$ cat src/rtl/bisr_ru_fault_allocator.sv
// Scans a captured STW fault map row-major and binds each faulty PE to the next free recompute-unit slot.
// Optional build macro BISR_STICKY_FAULT_EN: OR the new fault map with all faults seen since the last clear/reset.
module bisr_ru_fault_allocator #(
  parameter int unsigned ROWS   = 4,
  parameter int unsigned COLS   = 4,
  parameter int unsigned NUM_RU = 4,
  localparam int unsigned N  = ROWS * COLS,
  localparam int unsigned RW = (ROWS > 1) ? $clog2(ROWS) : 1,
  localparam int unsigned CW = (COLS > 1) ? $clog2(COLS) : 1,
  localparam int unsigned FW = $clog2(N + 1)
) (
  input  logic                   clk,
  input  logic                   rst,
  input  logic                   clear,
  input  logic                   scan_start,
  input  logic [N-1:0]           fault_map,
  output logic                   busy,
  output logic                   alloc_done,
  output logic                   alloc_valid,
  output logic [NUM_RU-1:0]      ru_en,
  output logic [RW*NUM_RU-1:0]   ru_row_mapping,
  output logic [CW*NUM_RU-1:0]   ru_col_mapping,
  output logic [FW-1:0]          fault_count,
  output logic                   unrepairable
);

  localparam int unsigned IW = (N > 1) ? $clog2(N) : 1;
  localparam int unsigned SW = $clog2(NUM_RU + 1);

  typedef enum logic [1:0] {
    IDLE = 2'd0,
    SCAN = 2'd1,
    DONE = 2'd2
  } state_t;

  state_t              state, state_d;
  logic [N-1:0]        map_q, map_d;
  logic [IW-1:0]       idx, idx_d;
  logic [RW-1:0]       cur_row, row_d;
  logic [CW-1:0]       cur_col, col_d;
  logic [SW-1:0]       next_slot, slot_d;
  logic [NUM_RU-1:0]   used, used_d;
  logic [RW*NUM_RU-1:0] row_map_d;
  logic [CW*NUM_RU-1:0] col_map_d;
  logic [FW-1:0]       count_d;
  logic                unrep_d, valid_d, busy_d, done_d;
  logic [NUM_RU-1:0]   en_d;
`ifdef BISR_STICKY_FAULT_EN
  logic [N-1:0]        acc_q, acc_d;
`endif

  // State and datapath registers
  always_ff @(posedge clk or negedge rst) begin
    if (!rst) begin
      state          <= IDLE;
      map_q          <= '0;
      idx            <= '0;
      cur_row        <= '0;
      cur_col        <= '0;
      next_slot      <= '0;
      used           <= '0;
      ru_row_mapping <= '0;
      ru_col_mapping <= '0;
      fault_count    <= '0;
      unrepairable   <= 1'b0;
      alloc_valid    <= 1'b0;
      ru_en          <= '0;
      busy           <= 1'b0;
      alloc_done     <= 1'b0;
`ifdef BISR_STICKY_FAULT_EN
      acc_q          <= '0;
`endif
    end else begin
      state          <= state_d;
      map_q          <= map_d;
      idx            <= idx_d;
      cur_row        <= row_d;
      cur_col        <= col_d;
      next_slot      <= slot_d;
      used           <= used_d;
      ru_row_mapping <= row_map_d;
      ru_col_mapping <= col_map_d;
      fault_count    <= count_d;
      unrepairable   <= unrep_d;
      alloc_valid    <= valid_d;
      ru_en          <= en_d;
      busy           <= busy_d;
      alloc_done     <= done_d;
`ifdef BISR_STICKY_FAULT_EN
      acc_q          <= acc_d;
`endif
    end
  end

  // Next-state and next-output logic
  always_comb begin
    state_d   = state;
    map_d     = map_q;
    idx_d     = idx;
    row_d     = cur_row;
    col_d     = cur_col;
    slot_d    = next_slot;
    used_d    = used;
    row_map_d = ru_row_mapping;
    col_map_d = ru_col_mapping;
    count_d   = fault_count;
    unrep_d   = unrepairable;
    valid_d   = alloc_valid;
    en_d      = ru_en;
    busy_d    = 1'b0;
    done_d    = 1'b0;
`ifdef BISR_STICKY_FAULT_EN
    acc_d     = acc_q;
`endif

    if (clear) begin
      state_d   = IDLE;
      map_d     = '0;
      idx_d     = '0;
      row_d     = '0;
      col_d     = '0;
      slot_d    = '0;
      used_d    = '0;
      row_map_d = '0;
      col_map_d = '0;
      count_d   = '0;
      unrep_d   = 1'b0;
      valid_d   = 1'b0;
      en_d      = '0;
`ifdef BISR_STICKY_FAULT_EN
      acc_d     = '0;
`endif
    end else begin
      unique case (state)
        IDLE: begin
          if (scan_start) begin
            state_d   = SCAN;
`ifdef BISR_STICKY_FAULT_EN
            map_d     = fault_map | acc_q;
            acc_d     = fault_map | acc_q;
`else
            map_d     = fault_map;
`endif
            idx_d     = '0;
            row_d     = '0;
            col_d     = '0;
            slot_d    = '0;
            used_d    = '0;
            row_map_d = '0;
            col_map_d = '0;
            count_d   = '0;
            unrep_d   = 1'b0;
            valid_d   = 1'b0;
            en_d      = '0;
          end
        end

        SCAN: begin
          busy_d = 1'b1;
          if (map_q[idx]) begin
            if (next_slot < SW'(NUM_RU)) begin
              for (int unsigned s = 0; s < NUM_RU; s++) begin
                if (next_slot == SW'(s)) begin
                  used_d[s]               = 1'b1;
                  row_map_d[s*RW +: RW]   = cur_row;
                  col_map_d[s*CW +: CW]   = cur_col;
                end
              end
              slot_d = next_slot + SW'(1);
            end else begin
              unrep_d = 1'b1;
            end
            if (fault_count < FW'(N)) count_d = fault_count + FW'(1);
          end
          // Row/col counters track idx so no divider is needed for the coordinates
          if (idx == IW'(N - 1)) begin
            state_d = DONE;
          end else begin
            idx_d = idx + IW'(1);
            if (cur_col == CW'(COLS - 1)) begin
              col_d = '0;
              row_d = cur_row + RW'(1);
            end else begin
              col_d = cur_col + CW'(1);
            end
          end
        end

        DONE: begin
          done_d  = 1'b1;
          valid_d = 1'b1;
          en_d    = used;
          state_d = IDLE;
        end

        default: state_d = IDLE;
      endcase
    end
  end

endmodule

$ cat config.mk
export PLATFORM = sky130hd
export DESIGN_NAME = bisr_ru_fault_allocator
export DESIGN_NICKNAME = d
export VERILOG_FILES = /design/src/rtl/bisr_ru_fault_allocator.sv
export SDC_FILE = /design/constraint.sdc
export NUM_CORES = 1
export LEC_CHECK = 0
export CORE_MARGIN = 3
export CORE_UTILIZATION = 45
export DETAILED_ROUTE_END_ITERATION = 16
export GPL_TIMING_DRIVEN = 0
export PLACE_DENSITY_LB_ADDON = 0.15
export SLEW_MARGIN = 10
export SYNTH_ARGS = -nofsm -noshare
export SYNTH_HDL_FRONTEND = slang
export SYNTH_SLANG_ARGS = --single-unit
$ cat constraint.sdc
create_clock -name clk -period 2.7 [get_ports clk]
set_input_delay 0.54 -clock clk [delete_from_list [all_inputs] [get_ports clk]]
set_output_delay 0.54 -clock clk [all_outputs]
set_load 0.02 [all_outputs]
==> metrics.yaml, run 1 <==
slew-limit-headroom_pct: 37.41
antenna_found_initial: 0
final.setup.tns_ns: 0
drtPass1Iterations: 4
ctsResizeCount: 0
critPathMaxStageDelay_ns: 0.55
num_vias: 2189
period_share_pct: 92.22
slowest_stage: "clkdlybuf4s50_1"
rr_worst_depth: 7
synth-edff-count: 0
min_period_ns: 2.490
critPathBufInv: 3
ys_ff_latch: 62
cts_setup_buffers: 0
ys_types: 43
initial_utilization_pct: 47.10
fmax_ghz: 0.4016
clockBufferDepth: 2
gp_congestion: 0.7806
drt_iter0_markers: 146
grt_overflow: 0
status: "finished, final reports clean"
cts.clk_slew.worst_paths_ns: 0.07
clockRootBuffer: "clkbuf_8"
die_area_sq_um: 7256
first_global_vias: 2234
hold_ws_ns: 0.2766
io_buffers: 48
grt_start_max_net_pins: 63
cp_top_family: "buffers and inverters"
antennaDiodeCount: 0
drv_slew: 0
nets: 337
p_leak_nw: 1.577
fin_cells: 388
yosys_warnings: 0
numCtsBuffers: 9
power_density_nw_per_um2: 586.9
cap_violations: 0
mostFrequentLayoutCell: "dfrtp_1"
vias_per_cell: 5.642
avgSynthCellArea_sq_um: 11.29
rsz0062_at_grt: "no"
netlist_area_sq_um: 2821
endpoint_kind: "flop"
async_flop_share_pct: 100.0
crit_fanout: 10
crit_start: "scan_start"
irDropWorstVdd_uv: 341.8
skew_ns: 0.008647
clkSinkCount: 62
wl_per_cell_microns: 16.71
die_y_microns: 85.18
syn_nets: 278
num_rows: 28
start_kind: "input port"
clk_latency_ns: 0.34
yosysSeqAreaShare_pct: 54.99
ys.flop_type: "dfrtp_1"
drtAntennaViolNets: 0
postLayoutCoreUtil_pct: 60.59
htreeDepth: 3
grt.total_usage_pct: 19.74
core-area_sq_um: 5991
dp_cells: 373
worst_pin_slew_ns: 0.9316
arrival_ns: 2.69
netlist_instances: 250
final_cell_mix: "dfrtp_1 (62), clkdlybuf4s50_1 (47), nor2_1 (24)"
cts_hold_buf: 0
r2r-start: "state[0]$_DFFE_PN0P_"
fill_cells: 519
syn_to_final_growth_pct: 28.65
r2r_end: "cur_row[1]$_DFFE_PN0P_"
rrSetupSlack_ns: 0.41
critPathKind: "in -> reg"
wl_microns: 6483
hold_class: "in -> async"
path_cells: "clkdlybuf4s50_1 -> nand2_1 -> nor2_2 -> or2_2 -> buf_1 -> clkbuf_1 -> nor2_1"
finalSetupViolCount: 0
ios: 49
hpwl_microns: 4488
drcViolationCount: 0
hold_viol: 0
cts_tree: "built"
drive_gt1_share_pct: 8.626
die_x_microns: 85.18
grt_pass1_wl_microns: 11180
worstPathRequired_ns: 2.90
[where the power goes]
group	total [W]	internal (W)	switching (W)
logic	0.000186	0.0000788	0.000108
registers	0.000969	0.000953	0.0000159
clock network	0.000975	0.000632	0.000343
total	0.00213	0.00166	0.000467
[worst max path at each step]
stage | slack, ns | end | cells after the start
finish | 0.21 | cur_row[1]$_DFFE_PN0P_ | 7
floorplan | 0.68 | ru_col_mapping[6]$_DFFE_PN0P_ | 8
detailed placement | -0.14 | used[0]$_DFFE_PN0P_ | 7
CTS | 0.20 | cur_row[1]$_DFFE_PN0P_ | 7
global placement | -0.92 | ru_row_mapping[7]$_DFFE_PN0P_ | 1
global route | 0.02 | used[3]$_DFFE_PN0P_ | 7
[state kept, by name, summed over array words and instances, names as in the netlist]
register        count
cur_row             2
used                4
ru_en               4
busy                1
map_q              16
state               2
next_slot           3
alloc_valid         1
cur_col             2
ru_row_mapping      8
ru_col_mapping      8
fault_count         5
unrepairable        1
idx                 4
alloc_done          1
[cell type report]
type                       instances  area, sq um  share of cell area [%]
multi-input combinational        160         1141                   31.44
tap                               75        93.84                   2.585
buffer                            15        80.08                   2.206
inverter                          13        48.80                   1.344
timing repair buffer              48        478.0                   13.17
clock inverter                     4        95.09                   2.620
clock buffer                      11        141.4                   3.895
sequential                        62         1551                   42.74
[cells in the mapped netlist (all sizes together) (2+ instances only)]
| library cell | number | area [sq um] |
|---|---|---|
| a21oi | 14 | 70.07 |
| a22o | 10 | 87.58 |
| a22oi | 4 | 30.03 |
| a32o | 16 | 160.2 |
| and3 | 7 | 43.79 |
| buf | 5 | 42.53 |
| clkbuf | 10 | 37.54 |
| dfrtp | 62 | 1551 |
| ha | 8 | 100.1 |
| inv | 13 | 48.80 |
| mux2i | 13 | 130.1 |
| mux4 | 2 | 45.04 |
| nand2 | 12 | 45.04 |
| nand3 | 6 | 30.03 |
| nor2 | 25 | 96.35 |
| nor2b | 3 | 26.27 |
| nor3 | 2 | 10.01 |
| nor3b | 3 | 22.52 |
| o211ai | 2 | 15.01 |
| o21a | 4 | 30.03 |
| o21ai | 11 | 58.80 |
| o22ai | 2 | 12.51 |
| o31ai | 2 | 15.01 |
| or2 | 2 | 12.52 |
[cells by family (layout without fill, tap and decap cells)]
group / Yosys count / count (layout) / share of synthesized area, %
flip-flops: 62 / 62 / 54.99
adder cells (fa/ha/maj): 8 / 8 / 3.548
AO/OA/AOI/OAI: 72 / 72 / 19.20
buffers and inverters: 28 / 91 / 4.567
multiplexers: 15 / 15 / 6.208
AND/OR/NAND/NOR: 64 / 64 / 11.18
XOR/XNOR: 1 / 1 / 0.3105
[metal layers]
metal / vias up / global-route usage, % / share of wire, %
met2: 53 / 29.24 / 46
li1: 1037 / - / -
met3: 7 / 5.534 / 5.0
met5: - / 0 / 0
met1: 1092 / 28.53 / 48
met4: 0 / 5.612 / 1.1
[through the flow]
step | setup slack (ns) | total power (W) | instance area, sq um
3_3_place_gp | -0.9244 | 0.001173 | 3396
2_1_floorplan | 0.6826 | 0.001088 | 2821
3_5_place_dp | -0.1396 | 0.001174 | 3393
6_report | 0.2101 | 0.002130 | 3630
4_1_cts | 0.2021 | 0.002147 | 3630
5_1_grt | 0.02182 | 0.002214 | 3630
(Power assumes the default switching activity.)
==> inputs of run 2 (changes only) <==
Settings changed: CORE_MARGIN 3 to default.
Clock period 2.7 ns to 2.35 ns, I/O delays scaled along.
==> run 2 against run 1 <==
First-iteration DRC count shrank 6.2%. Register-to-register slack lost 0.29 ns. Critical path type is now reg -> reg. Routed wire length shrank 4.1%. Clock skew is essentially flat. Worst setup slack lost 0.094 ns. Clock power grew 6%. Cell count is the same. Critical endpoint is now ru_col_mapping[0]$_DFFE_PN0P_. Sequential power grew 15%. Via count shrank 1.5%.
==> metrics.yaml, run 2 (synthesized netlist as in run 1, its figures left out) <==
net-switching-power_w: 0.0005720  # +23%
initial_utilization_pct: 47.10  # unchanged
numCtsBuffers: 9  # unchanged
drtPass1Iterations: 4  # unchanged
hold_class: "in -> async"
multi_input_area_sq_um: 1150  # +0.77%
drcViolationCount: 0  # unchanged
hpwl_microns: 4283  # -4.6%
syn_to_final_growth_pct: 28.43
clkSinkCount: 62  # unchanged
num_vias: 2156  # -1.5%
regArea_sq_um: 1551  # unchanged
largest_reg_flops: 16  # unchanged
wl_per_cell_microns: 16.03  # -4.1%
rsz0062_at_grt: "no"
p_clk_share_pct: 43.7  # -2.1 points
min_period_ns: 2.234
mostFrequentLayoutCell: "dfrtp_1"
p_int_w: 0.001785  # +7.3%
grt.total_usage_pct: 21.66  # +1.9 points
top_register: "map_q"
use_met3_pct: 8.652  # +3.1 points
final_cell_mix: "dfrtp_1 (62), clkdlybuf4s50_1 (47), nor2_1 (24)"
die_x_microns: 81.18  # -4.7%
num_rows: 28  # unchanged
die_y_microns: 81.18  # -4.7%
drtAntennaViolNets: 0  # unchanged
sw_frac_of_total_pct: 24.27  # +2.4 points
finalSetupViolCount: 0  # unchanged
start_kind: "flop"
p_leak_nw: 1.573  # -0.26%
combPwrFrac_pct: 9.1  # +0.3 points
period_share_pct: 95.05
cts.clk_slew.worst_paths_ns: 0.07  # about the same
io_buffers: 48  # unchanged
clockBufferDepth: 2  # unchanged
nets: 336  # -0.30%
postLayoutCoreUtil_pct: 60.48  # -0.10 points
irDropWorstVdd_uv: 489.5  # +43%
skew_ns: 0.008303  # -0.0003445 ns
antenna_found_initial: 0  # unchanged
hold_viol: 0  # unchanged
dp_slack_ns: -0.3763  # -0.2367 ns
dp_cells: 373  # unchanged
gr-usage-met2_pct: 30.92  # +1.7 points
drt_iter0_markers: 137  # -6.2%
ios: 49  # unchanged
final.setup.tns_ns: 0  # unchanged
wl_microns: 6219  # -4.1%
crit_fanout: 10  # unchanged
grt_overflow: 0  # unchanged
slew-limit-headroom_pct: 36.90  # -0.51 points
cap_violations: 0  # unchanged
drv_slew: 0  # unchanged
fmax_ghz: 0.4477
grt.busiest_layer: "met2"
die_area_sq_um: 6590  # -9.2%
fin_cells: 388  # unchanged
grtUsageMet1_pct: 30.48  # +2.0 points
endpoint_kind: "flop"
cts_tree: "built"
clockRootBuffer: "clkbuf_8"
grt_start_max_net_pins: 63  # unchanged
power_density_nw_per_um2: 650.4  # +11%
first_global_vias: 2098  # -6.1%
grt_pass1_wl_microns: 10370  # -7.3%
worst_pin_slew_ns: 0.9392  # +0.007597 ns
antennaDiodeCount: 0  # unchanged
htreeDepth: 3  # unchanged
fill_cells: 499  # -3.9%
arrival_ns: 2.45  # -0.24 ns
status: "finished, final reports clean"
worstPathRequired_ns: 2.56  # -0.34 ns
core-area_sq_um: 5991  # unchanged
setup_slack_ns: 0.1163  # -0.09378 ns
gp_congestion: 0.8102  # +3.8%
reg.largest.list: "map_q x16, ru_col_mapping x8, ru_row_mapping x8"
drive_gt1_share_pct: 10.22  # +1.6 points
vias_per_cell: 5.557  # -1.5%
critPathKind: "reg -> reg"
p_seq_share_pct: 47.2  # +1.7 points
finalPower_w: 0.002357  # +11%
cts_hold_buf: 0  # unchanged
clk_latency_ns: 0.34  # about the same
run 2: changes by cell type in the layout (fill, tap and decap cells not counted), sizes merged:
cell,previous run,this run
bufinv,3,2
clkinvlp,0,1
clkinv,1,4
clkbuf,21,18
run 2: through the flow:
stage | hold WS [ns] | cell area [sq um]
CTS | 0.2277 | 3621
global route | 0.2691 | 3623
finish | 0.2064 | 3623
floorplan | 0.1744 | 2821
global placement | 0.4853 | 3396
detailed placement | 0.4899 | 3393
run 2: routing by layer:
metal	vias to the layer above	share of wire [%]
met5	-	0
met4	0	1.1
met3	7	5.5
met2	51	45
met1	1063	49
li1	1035	-
run 2: cell type report:
| cell class | instances | area share (%) |
|---|---|---|
| Timing Repair Buffer | 48 | 13.19 |
| Multi-Input combinational cell | 160 | 31.73 |
| Clock inverter | 7 | 2.728 |
| Tap cell | 75 | 2.590 |
| Inverter | 13 | 1.347 |
| Clock buffer | 9 | 3.419 |
| Buffer | 14 | 2.175 |
| Sequential cell | 62 | 42.82 |
run 2: power by group through the flow:
stage          sequential (W)  combinational [W]  clock, W
4_1_cts               0.00111           0.000217   0.00105
5_1_grt               0.00112           0.000239   0.00110
3_3_place_gp          0.00113           0.000214         0
2_1_floorplan         0.00113           0.000118         0
3_5_place_dp          0.00113           0.000215         0
6_report              0.00111           0.000215   0.00103
run 2: worst paths after layout:
| kind | from | slack, ns | cells past startpoint | end |
|---|---|---|---|---|
| setup reg to reg | idx[0]$_DFFE_PN0P_ | 0.12 | 8 | ru_col_mapping[0]$_DFFE_PN0P_ |
| setup / recovery | idx[0]$_DFFE_PN0P_ | 0.12 | 8 | ru_col_mapping[0]$_DFFE_PN0P_ |
| max in group asynchronous | rst | 1.64 | 1 | ru_col_mapping[0]$_DFFE_PN0P_ |
| hold reg to reg | map_q[7]$_DFFE_PN0P_ | 0.50 | 1 | map_q[7]$_DFFE_PN0P_ |
| hold / removal | rst | 0.21 | 1 | map_q[3]$_DFFE_PN0P_ |
| min in group clk | map_q[7]$_DFFE_PN0P_ | 0.50 | 1 | map_q[7]$_DFFE_PN0P_ |
run 2: timing repair:
action,CTS,global route
setup endpoints to repair,10,11
resized for setup,1,5
gates cloned,0,0
setup buffers,0,0
run 2: worst max-delay path, cell delays in order (launching register included):
cell	delay (ns)
dfrtp_1	0.37
buf_6	0.16
mux4_2	0.51
nor2b_4	0.14
a211oi_2	0.21
a21oi_2	0.08
buf_6	0.16
and3_1	0.25
a32o_1	0.24
==> inputs of run 3 (changes only) <==
Settings changed: CORE_ASPECT_RATIO from default to 1.25, DONT_BUFFER_PORTS from default to 1.
==> run 3 against run 2 <==
Routed wire length is 0.35% lower. Global-route usage is 0.79 points lower. Total power fell by 1.0%. Register-to-register slack worse by 0.02 ns. Count of clock-buffer cells in the layout did not move. Critical path type unchanged. Largest cell class unchanged.
==> metrics.yaml, run 3 (synthesized netlist as in run 1, its figures left out) <==
finalPower_w: 0.002333  # -1.0%
drtAntennaViolNets: 0  # unchanged
fmax_ghz: 0.4442  # -0.78%
worst_pin_slew_ns: 1.019  # +0.07967 ns
met2_length_microns: 3184  # +15%
critPathBufInv: 2  # unchanged
drcViolationCount: 0  # unchanged
fin_area_sq_um: 3191  # -12%
power_density_nw_per_um2: 731.2  # +12%
final_cell_mix: "dfrtp_1 (62), nor2_1 (24), a32o_1 (16)"
clk_latency_ns: 0.34  # about the same
slowest_stage: "mux4_2"
largest_reg_flops: 16  # unchanged
gp_congestion: 0.7176  # -11%
irDropWorstVdd_uv: 358.0  # -27%
num_vias: 1969  # -8.7%
first_global_vias: 2116  # +0.86%
m1WireLength_microns: 2648  # -13%
arrival_ns: 2.48  # +0.03 ns
start_kind: "flop"
critPathKind: "reg -> reg"
clockRootBuffer: "clkbuf_8"
reg.largest.list: "map_q x16, ru_col_mapping x8, ru_row_mapping x8"
crit_fanout: 10  # unchanged
core-area_sq_um: 5934  # -0.94%
clkSinkCount: 62  # unchanged
cp_top_family: "compound AO/OA/AOI/OAI gates"
htreeDepth: 3  # unchanged
hold_viol: 0  # unchanged
wl_per_cell_microns: 17.71  # +10%
top_layer: "met4"
antennaDiodeCount: 0  # unchanged
grt_pass1_wl_microns: 10320  # -0.46%
p_leak_nw: 1.414  # -10%
mostFrequentLayoutCell: "dfrtp_1"
cts_setup_buffers: 0  # unchanged
crit_top_cell: "buf_6"
slew-limit-headroom_pct: 31.55  # -5.4 points
drive_gt1_share_pct: 11.19  # +0.97 points
grt_start_max_net_pins: 63  # unchanged
vias_per_cell: 5.626  # +1.2%
placed_area_sq_um: 2924  # -14%
drtPass1Iterations: 4  # unchanged
ios: 49  # unchanged
die_x_microns: 72.83  # -10%
worstPathRequired_ns: 2.58  # +0.02 ns
endpoint_kind: "flop"
critPathMaxStageDelay_ns: 0.50  # about the same
top_register: "map_q"
grt.total_usage_pct: 20.86  # -0.79 points
rrSetupSlack_ns: 0.1  # -0.02 ns
io_buffers: 0  # -100%
nets: 291  # -13%
skew_ns: 0.008110  # -0.0001923 ns
status: "finished, final reports clean"
num_rows: 31  # +11%
final.setup.tns_ns: 0  # unchanged
clockBufferDepth: 2  # unchanged
grt_overflow: 0  # unchanged
cap_violations: 0  # unchanged
antenna_found_initial: 0  # unchanged
die_area_sq_um: 6593  # about the same
wl_microns: 6197  # -0.35%
hpwl_microns: 4327  # +1.0%
die_y_microns: 90.53  # +12%
wl_met3_microns: 312  # -8.8%
finalSetupViolCount: 0  # unchanged
path_cells: "buf_6 -> mux4_2 -> nor2b_4 -> a211oi_2 -> a21oi_1 -> buf_6 -> and3_1 -> a32o_1"
initial_utilization_pct: 47.54  # +0.45 points
syn_to_final_growth_pct: 13.08
numCtsBuffers: 9  # unchanged
drv_slew: 0  # unchanged
cts.clk_slew.worst_paths_ns: 0.07  # about the same
min_period_ns: 2.251  # +0.01752 ns
drt_iter0_markers: 164  # +20%
hold_class: "in -> reg"
rsz0062_at_grt: "no"
period_share_pct: 95.80  # +0.75 points
cts_tree: "built"
[run 3: path summary, 6_finish.rpt]
| path | start | to | cells after the start |
|---|---|---|---|
| min in group asynchronous | rst | cur_col[0]$_DFFE_PN0P_ | 2 |
| worst max-delay path | idx[0]$_DFFE_PN0P_ | ru_row_mapping[0]$_DFFE_PN0P_ | 8 |
| worst min register to register | map_q[6]$_DFFE_PN0P_ | map_q[6]$_DFFE_PN0P_ | 1 |
| worst min-delay path | fault_map[7] | map_q[7]$_DFFE_PN0P_ | 1 |
| max in group asynchronous | rst | fault_count[4]$_DFFE_PN0P_ | 2 |
| worst max register to register | idx[0]$_DFFE_PN0P_ | ru_row_mapping[0]$_DFFE_PN0P_ | 8 |
[run 3: worst register-to-register path: stages, from the launching register on]
cell      delay [ns]
dfrtp_1         0.38
buf_6           0.16
mux4_2          0.50
nor2b_4         0.14
a211oi_2        0.19
a21oi_1         0.10
buf_6           0.17
and3_1          0.26
a32o_1          0.24
[run 3: what timing repair did]
action	in CTS	in global routing
hold endpoints to repair	62	0
resized for setup	0	3
endpoints found under the setup margin	0	33
hold buffers	2	0
[run 3: report_power, final]
| group | internal (W) | switching (W) |
|---|---|---|
| Sequential | 0.00109 | 0.0000221 |
| Clock | 0.000600 | 0.000440 |
| Combinational | 0.0000649 | 0.000113 |
| Total | 0.00176 | 0.000575 |
[run 3: final cells by class]
cell class	count	area (sq um)
clock inverter	7	98.84
multi-input combinational	160	1146
inverter	13	48.80
sequential	62	1551
buffer	15	81.33
tap	82	102.6
timing repair buffer	2	37.54
fill	530	2744
clock buffer	9	123.9
[run 3: through the flow]
step / hold WS (ns) / cells / util (%) / worst slack, ns
after floorplan: 0.1744 / 250 / - / 0.3326
after global placement: 0.1767 / 332 / 49.27 / 0.07355
after detailed placement: 0.1769 / 332 / 49.27 / 0.09277
after CTS: 0.2427 / 350 / 53.66 / 0.05828
after global routing: 0.2465 / 350 / 53.76 / 0.03370
final: 0.2549 / 350 / 53.76 / 0.09881
[run 3: layer usage]
metal | global-route usage [%] | vias to the layer above
met2 | 33.96 | 44
li1 | - | 946
met5 | 0 | -
met1 | 26.33 | 975
met4 | 8.333 | 0
met3 | 5.134 | 4
